$ cat src/rtl/alu_muldiv_ctrl.sv
// MIPS ALU control: combinational opcode/funct -> ALUop decode plus a sequential
// multiply/divide unit (shift-add multiply, restoring divide) that owns HI/LO.
module alu_muldiv_ctrl #(
    parameter int WIDTH    = 32,
    parameter int MUL_STEP = 1
) (
    input  logic             clk,
    input  logic             reset,
    input  logic [5:0]       opcode,
    input  logic [5:0]       funct,
    input  logic             valid,
    input  logic [WIDTH-1:0] rs_val,
    input  logic [WIDTH-1:0] rt_val,
    output logic [3:0]       ALUop,
    output logic             stall,
    output logic             busy,
    output logic             done,
    output logic             md_rd,
    output logic [WIDTH-1:0] md_rdata,
    output logic [WIDTH-1:0] hi,
    output logic [WIDTH-1:0] lo
);
    localparam logic [5:0] OP_RTYPE = 6'h00, OP_ADDIU = 6'h09, OP_SLTI  = 6'h0A,
                           OP_SLTIU = 6'h0B, OP_ANDI  = 6'h0C, OP_ORI   = 6'h0D,
                           OP_XORI  = 6'h0E, OP_LUI   = 6'h0F, OP_LB    = 6'h20,
                           OP_LH    = 6'h21, OP_LWL   = 6'h22, OP_LW    = 6'h23,
                           OP_LBU   = 6'h24, OP_LHU   = 6'h25, OP_LWR   = 6'h26,
                           OP_SB    = 6'h28, OP_SH    = 6'h29, OP_SWL   = 6'h2A,
                           OP_SW    = 6'h2B, OP_SWR   = 6'h2E;

    localparam logic [5:0] FN_SLL  = 6'h00, FN_SRL  = 6'h02, FN_SRA   = 6'h03,
                           FN_SLLV = 6'h04, FN_SRLV = 6'h06, FN_SRAV  = 6'h07,
                           FN_MFHI = 6'h10, FN_MTHI = 6'h11, FN_MFLO  = 6'h12,
                           FN_MTLO = 6'h13, FN_MULT = 6'h18, FN_MULTU = 6'h19,
                           FN_DIV  = 6'h1A, FN_DIVU = 6'h1B, FN_ADDU  = 6'h21,
                           FN_SUBU = 6'h23, FN_AND  = 6'h24, FN_OR    = 6'h25,
                           FN_XOR  = 6'h26, FN_NOR  = 6'h27, FN_SLT   = 6'h2A,
                           FN_SLTU = 6'h2B;

    localparam logic [3:0] ALU_ADDU = 4'd0, ALU_SUBU = 4'd1, ALU_AND = 4'd2,
                           ALU_OR   = 4'd3, ALU_XOR  = 4'd4, ALU_NOR = 4'd5,
                           ALU_SLT  = 4'd6, ALU_SLTU = 4'd7, ALU_SLL = 4'd8,
                           ALU_SRL  = 4'd9, ALU_SRA  = 4'd10, ALU_LUI = 4'd11,
                           ALU_XXX  = 4'd15;

    localparam int CW = $clog2(WIDTH);
    localparam logic [CW-1:0] MUL_LAST = CW'(WIDTH / MUL_STEP - 1);
    localparam logic [CW-1:0] DIV_LAST = CW'(WIDTH - 1);

    typedef enum logic [1:0] {S_IDLE, S_MUL, S_DIV, S_FIX} state_t;

    state_t            state, state_next;
    logic [CW-1:0]     cnt;
    logic [WIDTH-1:0]  acc_hi, acc_lo, opnd;
    logic              neg_q, neg_r, is_div, div_zero;

    logic              md_grp, accept, start_mul, start_div, md_signed;
    logic [WIDTH-1:0]  rs_mag, rt_mag;

    always_comb begin
        ALUop = ALU_XXX;
        if (opcode == OP_RTYPE) begin
            case (funct)
                FN_SLL, FN_SLLV: ALUop = ALU_SLL;
                FN_SRL, FN_SRLV: ALUop = ALU_SRL;
                FN_SRA, FN_SRAV: ALUop = ALU_SRA;
                FN_ADDU:         ALUop = ALU_ADDU;
                FN_SUBU:         ALUop = ALU_SUBU;
                FN_AND:          ALUop = ALU_AND;
                FN_OR:           ALUop = ALU_OR;
                FN_XOR:          ALUop = ALU_XOR;
                FN_NOR:          ALUop = ALU_NOR;
                FN_SLT:          ALUop = ALU_SLT;
                FN_SLTU:         ALUop = ALU_SLTU;
                default:         ALUop = ALU_XXX;
            endcase
        end else begin
            case (opcode)
                OP_LB, OP_LH, OP_LWL, OP_LW, OP_LBU, OP_LHU, OP_LWR,
                OP_SB, OP_SH, OP_SWL, OP_SW, OP_SWR, OP_ADDIU: ALUop = ALU_ADDU;
                OP_SLTI:  ALUop = ALU_SLT;
                OP_SLTIU: ALUop = ALU_SLTU;
                OP_ANDI:  ALUop = ALU_AND;
                OP_ORI:   ALUop = ALU_OR;
                OP_XORI:  ALUop = ALU_XOR;
                OP_LUI:   ALUop = ALU_LUI;
                default:  ALUop = ALU_XXX;
            endcase
        end
    end

    // Handshake: an md instruction is taken on the edge where valid=1 and stall=0;
    // while busy, only md instructions are held back.
    assign md_grp    = (opcode == OP_RTYPE) &&
                       (funct inside {FN_MULT, FN_MULTU, FN_DIV, FN_DIVU,
                                      FN_MFHI, FN_MFLO, FN_MTHI, FN_MTLO});
    assign busy      = (state != S_IDLE);
    assign stall     = valid & busy & md_grp;
    assign accept    = valid & ~stall & md_grp;
    assign start_mul = accept && (funct == FN_MULT || funct == FN_MULTU);
    assign start_div = accept && (funct == FN_DIV || funct == FN_DIVU);
    assign md_signed = (funct == FN_MULT) || (funct == FN_DIV);
    assign rs_mag    = (md_signed && rs_val[WIDTH-1]) ? -rs_val : rs_val;
    assign rt_mag    = (md_signed && rt_val[WIDTH-1]) ? -rt_val : rt_val;

    assign md_rd     = valid && (opcode == OP_RTYPE) && (funct == FN_MFHI || funct == FN_MFLO);
    assign md_rdata  = (funct == FN_MFHI) ? hi : lo;

    always_comb begin
        state_next = state;
        case (state)
            S_IDLE: begin
                if (start_mul)      state_next = S_MUL;
                else if (start_div) state_next = S_DIV;
            end
            S_MUL:   if (cnt == MUL_LAST) state_next = S_FIX;
            S_DIV:   if (cnt == DIV_LAST) state_next = S_FIX;
            S_FIX:   state_next = S_IDLE;
            default: state_next = S_IDLE;
        endcase
    end

    // Multiply: acc_lo holds the remaining multiplier bits and fills with product bits from the top.
    logic [WIDTH+MUL_STEP-1:0]   partial, mul_sum;
    logic [2*WIDTH+MUL_STEP-1:0] mul_cat;
    always_comb begin
        partial = '0;
        for (int i = 0; i < MUL_STEP; i++) begin
            if (acc_lo[i]) partial = partial + ({{MUL_STEP{1'b0}}, opnd} << i);
        end
        mul_sum = {{MUL_STEP{1'b0}}, acc_hi} + partial;
        mul_cat = {mul_sum, acc_lo} >> MUL_STEP;
    end

    // Restoring divide: acc_hi is the partial remainder, acc_lo shifts dividend out / quotient in.
    logic [WIDTH:0] div_shift, div_diff;
    logic           div_ge;
    assign div_shift = {acc_hi, acc_lo[WIDTH-1]};
    assign div_diff  = div_shift - {1'b0, opnd};
    assign div_ge    = (div_shift >= {1'b0, opnd});

    logic [2*WIDTH-1:0] prod, prod_neg;
    assign prod     = {acc_hi, acc_lo};
    assign prod_neg = -prod;

    always_ff @(posedge clk) begin
        if (reset) begin
            state    <= S_IDLE;
            cnt      <= '0;
            acc_hi   <= '0;
            acc_lo   <= '0;
            opnd     <= '0;
            neg_q    <= 1'b0;
            neg_r    <= 1'b0;
            is_div   <= 1'b0;
            div_zero <= 1'b0;
            hi       <= '0;
            lo       <= '0;
            done     <= 1'b0;
        end else begin
            state <= state_next;
            done  <= 1'b0;
            case (state)
                S_IDLE: begin
                    if (start_mul || start_div) begin
                        cnt      <= '0;
                        acc_hi   <= '0;
                        acc_lo   <= start_div ? rs_mag : rt_mag;
                        opnd     <= start_div ? rt_mag : rs_mag;
                        neg_q    <= md_signed && (rs_val[WIDTH-1] ^ rt_val[WIDTH-1]);
                        neg_r    <= md_signed && rs_val[WIDTH-1];
                        is_div   <= start_div;
                        div_zero <= (rt_val == '0);
                    end
                    if (accept && funct == FN_MTHI) hi <= rs_val;
                    if (accept && funct == FN_MTLO) lo <= rs_val;
                end
                S_MUL: begin
                    {acc_hi, acc_lo} <= mul_cat[2*WIDTH-1:0];
                    cnt              <= cnt + 1'b1;
                end
                S_DIV: begin
                    acc_hi <= div_ge ? div_diff[WIDTH-1:0] : div_shift[WIDTH-1:0];
                    acc_lo <= {acc_lo[WIDTH-2:0], div_ge};
                    cnt    <= cnt + 1'b1;
                end
                S_FIX: begin
                    if (is_div) begin
                        lo <= div_zero ? '1 : (neg_q ? -acc_lo : acc_lo);
                        hi <= neg_r ? -acc_hi : acc_hi;
                    end else begin
                        {hi, lo} <= neg_q ? prod_neg : prod;
                    end
                    done <= 1'b1;
                end
                default: ;
            endcase
        end
    end
endmodule

$ cat config.mk
export PLATFORM = sky130hd
export DESIGN_NAME = alu_muldiv_ctrl
export DESIGN_NICKNAME = d
export VERILOG_FILES = /design/src/rtl/alu_muldiv_ctrl.sv
export SDC_FILE = /design/constraint.sdc
export NUM_CORES = 1
export LEC_CHECK = 0
export CAP_MARGIN = 15
export CORE_UTILIZATION = 41
export CTS_CLUSTER_DIAMETER = 150
export DETAILED_ROUTE_END_ITERATION = 16
export MAX_ROUTING_LAYER = met4
export PLACE_DENSITY_LB_ADDON = 0.12
export SLEW_MARGIN = 25
export SYNTH_ARGS = -nofsm -noshare
export SYNTH_HDL_FRONTEND = slang
export SYNTH_SLANG_ARGS = --single-unit
$ cat constraint.sdc
create_clock -name clk -period 4.22 [get_ports clk]
set_input_delay 0.633 -clock clk [delete_from_list [all_inputs] [get_ports clk]]
set_output_delay 0.633 -clock clk [all_outputs]
set_load 0.01 [all_outputs]
==> flow_summary.toml <==
[flow_run]
cap_violations = 0

[synth]
synthXorXnorAreaFrac_pct = 9.13
synth_area_um2 = 15500
synth_nets = 2277
synth_edf_count = 0
yosysMostFrequentCell = "nor2_1"
yosysUniqueCellTypes = 84
synthTopCellsByCount = "nor2_1 (257), a21oi_1 (225), dfxtp_1 (172), nand2_1 (169), o21ai_0 (143)"
yosys.area_share.simple_pct = 20.3
synthAdderAreaFrac_pct = 7.02
synth_compound_area_share_pct = 30.7
yosysSeqAreaShare_pct = 22.2
synthMuxAreaShare_pct = 5.47
ys_ff_latch = 172
syn_inst = 2112
avgSynthCellArea_um2 = 7.36
synth_area_leaders = "dfxtp_1 (22%), a21oi_1 (7.2%), ha_1 (6.8%), nor2_1 (6.2%), xnor2_1 (4.9%)"
yosysTopAreaCellShare_pct = 22.2
yosysTopAreaCell = "dfxtp_1"
async_flop_share_pct = 0
yosysWarnings = 0
ys.flop_type = "dfxtp_1"
synth_top_family_by_area = "compound AO/OA/AOI/OAI gates"

[worst_setup_path]
critPathTopFamily = "compound AO/OA/AOI/OAI gates"
required_ns = 4.54
max_stage_delay_ns = 0.42
crit_chain = "inv_1, buf_4, nor2_1, ha_1, a21oi_1, o2111ai_1, a221oi_1, o211ai_1, a31o_2, a311oi_1, mux2i_1, a221oi_1, o211ai_1"
crit_arrival_ns = 4.21
worstSetupStartpointType = "register"
path_buf_inv = 2
worst-setup-path-type = "reg -> reg"
r2r_end = "acc_hi[30]"
reg2regPathDepth = 13
r2r_start = "acc_lo[0]"
endpoint_kind = "register"
critical-path-slowest-cell = "o211ai_1"
rrSetupSlack_ns = 0.34
path_max_fanout = 23

[sta]
finClkSkew_ns = 0.0155
min_period_over_period_pct = 92.0
worstMarginPinSlew_ns = 0.978
rsz0062_at_grt = "no"
drv_slew = 0
max_slew_margin_pct = 34.8
timing.fmax_mhz = 258
fin_tns_setup_ns = 0
finalSetupViolCount = 0
finalCriticalPeriod_ns = 3.88
hold_viol = 0

[power]
combPwrFrac_pct = 41.3
pwr-share-clk_pct = 26.1
p_switching_uw = 2680
power_frac_seq_pct = 32.6
total_power_uw = 6200
p_sw_share_pct = 43.1
leakage_uw = 0.00749
ir_worst_vdd_v = 0.000284
p_int_uw = 3530
power_density_nw_per_um2 = 330

[drt]
drtPass1Iterations = 6
ant_nets = 0
vias = 17300
vias_per_cell = 6.20
routed_wirelength_um = 65900
first_iter_violations = 2238
route.detailed.drc = 0
wl_per_cell_um = 23.7

[floorplanning]
ios = 183
dieWidth_um = 197
design.core.area_um2 = 37000
die_h_um = 197
die_area_um2 = 38700
initial_utilization_pct = 42.0
num_rows = 70

[placement]
place.gp.congestion = 0.980
post-dp-hpwl_um = 52500
port_buffers = 182

[clock_network]
cts-htree-levels = 4
cts.sinks = 172
cts.repair.resized = 0
clk_pin_slew_ns = 0.08
cts_buffers = 17
cts-root-buf = "clkbuf_16"
cts_tree = "built"
clk-insertion-delay-late_ns = 0.46
cts_setup_buffers = 0
clockBufferDepth = 2
cts_hold_buf = 0

[min_path]
hold_depth = 2
hold_end = "lo[7]"
min_from = "lo[7]"
hold_path.class = "reg -> reg"

[final_layout]
diodes = 0
drive_gt1_share_pct = 8.78
syn_to_final_growth_pct = 21.0
nets = 2430

[grt]
grt_pass1_wl_um = 99300
grt_max_degree = 72
first_global_vias = 16200
antenna_found_initial = 0
gr-usage-all-layers_pct = 34.7
grt_overflow = 0

[run_status]
run_status = "complete, no violations"
-- routing by layer --
layer / vias up / wire length, um / global-route usage (%)
met2: 850 / 27900 / 50.2
met5: - / 0 / -
met4: 0 / 2480 / 13.2
met1: 8233 / 29700 / 47.7
li1: 8067 / - / -
met3: 112 / 5860 / 6.04
-- worst max path at each step --
stage	start	endpoint	slack (ns)	depth (start not counted)
after global placement	opcode[0]	acc_lo[0]	0.40	11
after CTS	acc_lo[0]	acc_hi[30]	0.48	13
final	acc_lo[0]	acc_hi[30]	0.34	13
after detailed placement	opcode[0]	acc_lo[0]	0.33	11
after floorplan	acc_lo[0]	acc_hi[29]	0.94	13
after global routing	acc_lo[0]	acc_hi[23]	0.13	14
-- cell families after synthesis --
family,after synthesis
buffers and inverters,213
AND/OR/NAND/NOR,668
multiplexers,80
XOR/XNOR,162
adder cells (fa/ha/maj),86
flip-flops,172
AO/OA/AOI/OAI,731
-- power groups by stage --
stage	Clock (uW)	Sequential, uW	Combinational [uW]
floorplan	0	1900	1660
global placement	0	2030	2480
detailed placement	0	2040	2480
CTS	1630	2000	2500
global route	1700	2030	2750
finish	1620	2020	2560
-- stage by stage --
stage	setup slack, ns	hold slack, ns	util [%]	instances	area, um^2
3_3_place_gp	0.397	0.458	49.3	2750	18200
2_1_floorplan	0.936	0.444	-	2112	15500
5_1_grt	0.129	0.487	50.8	2782	18800
3_5_place_dp	0.333	0.462	49.3	2750	18200
4_1_cts	0.479	0.471	50.8	2782	18800
6_report	0.338	0.469	50.8	2782	18800
-- cell usage in the layout (no fill, tap or decap), drive strengths merged, types with 10 or more instances in the layout --
cell type and instances:
nand2b 15, clkbuf 23, a21o 29, xnor2 87, clkdlybuf4s50 181, a222oi 14, mux2 36, or2 10
o31ai 25, nand3 27, a22o 21, xor2 75, nor2b 17, or3 18, and2 16, o21a 13
a22oi 34, a211oi 52, a221oi 15, nand2 170, inv 76, nor2 257, mux2i 44, o21ai 144
and3 23, or4 18, o211ai 27, nor4 24, ha 84, a31oi 21, o41ai 16, o221ai 12
dfxtp 172, nand4 10, nor3 45, buf 94, a21oi 225
-- registers in the layout, summed over array words and instances (netlist names) --
name	count
div_zero	1
neg_q	1
cnt	5
acc_lo	32
neg_r	1
opnd	32
done	1
state	2
hi	32
acc_hi	32
is_div	1
lo	32
-- tightest hold or removal path: cells and delay by family, from the launching register on --
| kind | cells | cell delay, ns |
|---|---|---|
| DFF | 1 | 0.32 |
| AOI/OAI and AO/OA | 1 | 0.05 |
| and+or+nand+nor | 1 | 0.06 |
-- area by class of cell --
class | count | area [um^2]
Clock buffer | 23 | 468
Clock inverter | 9 | 103
Fill cell | 3712 | 18200
Inverter | 72 | 270
Multi-Input combinational cell | 1727 | 11300
Sequential cell | 172 | 3440
Tap cell | 504 | 631
Timing Repair Buffer | 275 | 2540
(Power assumes the default switching activity.)
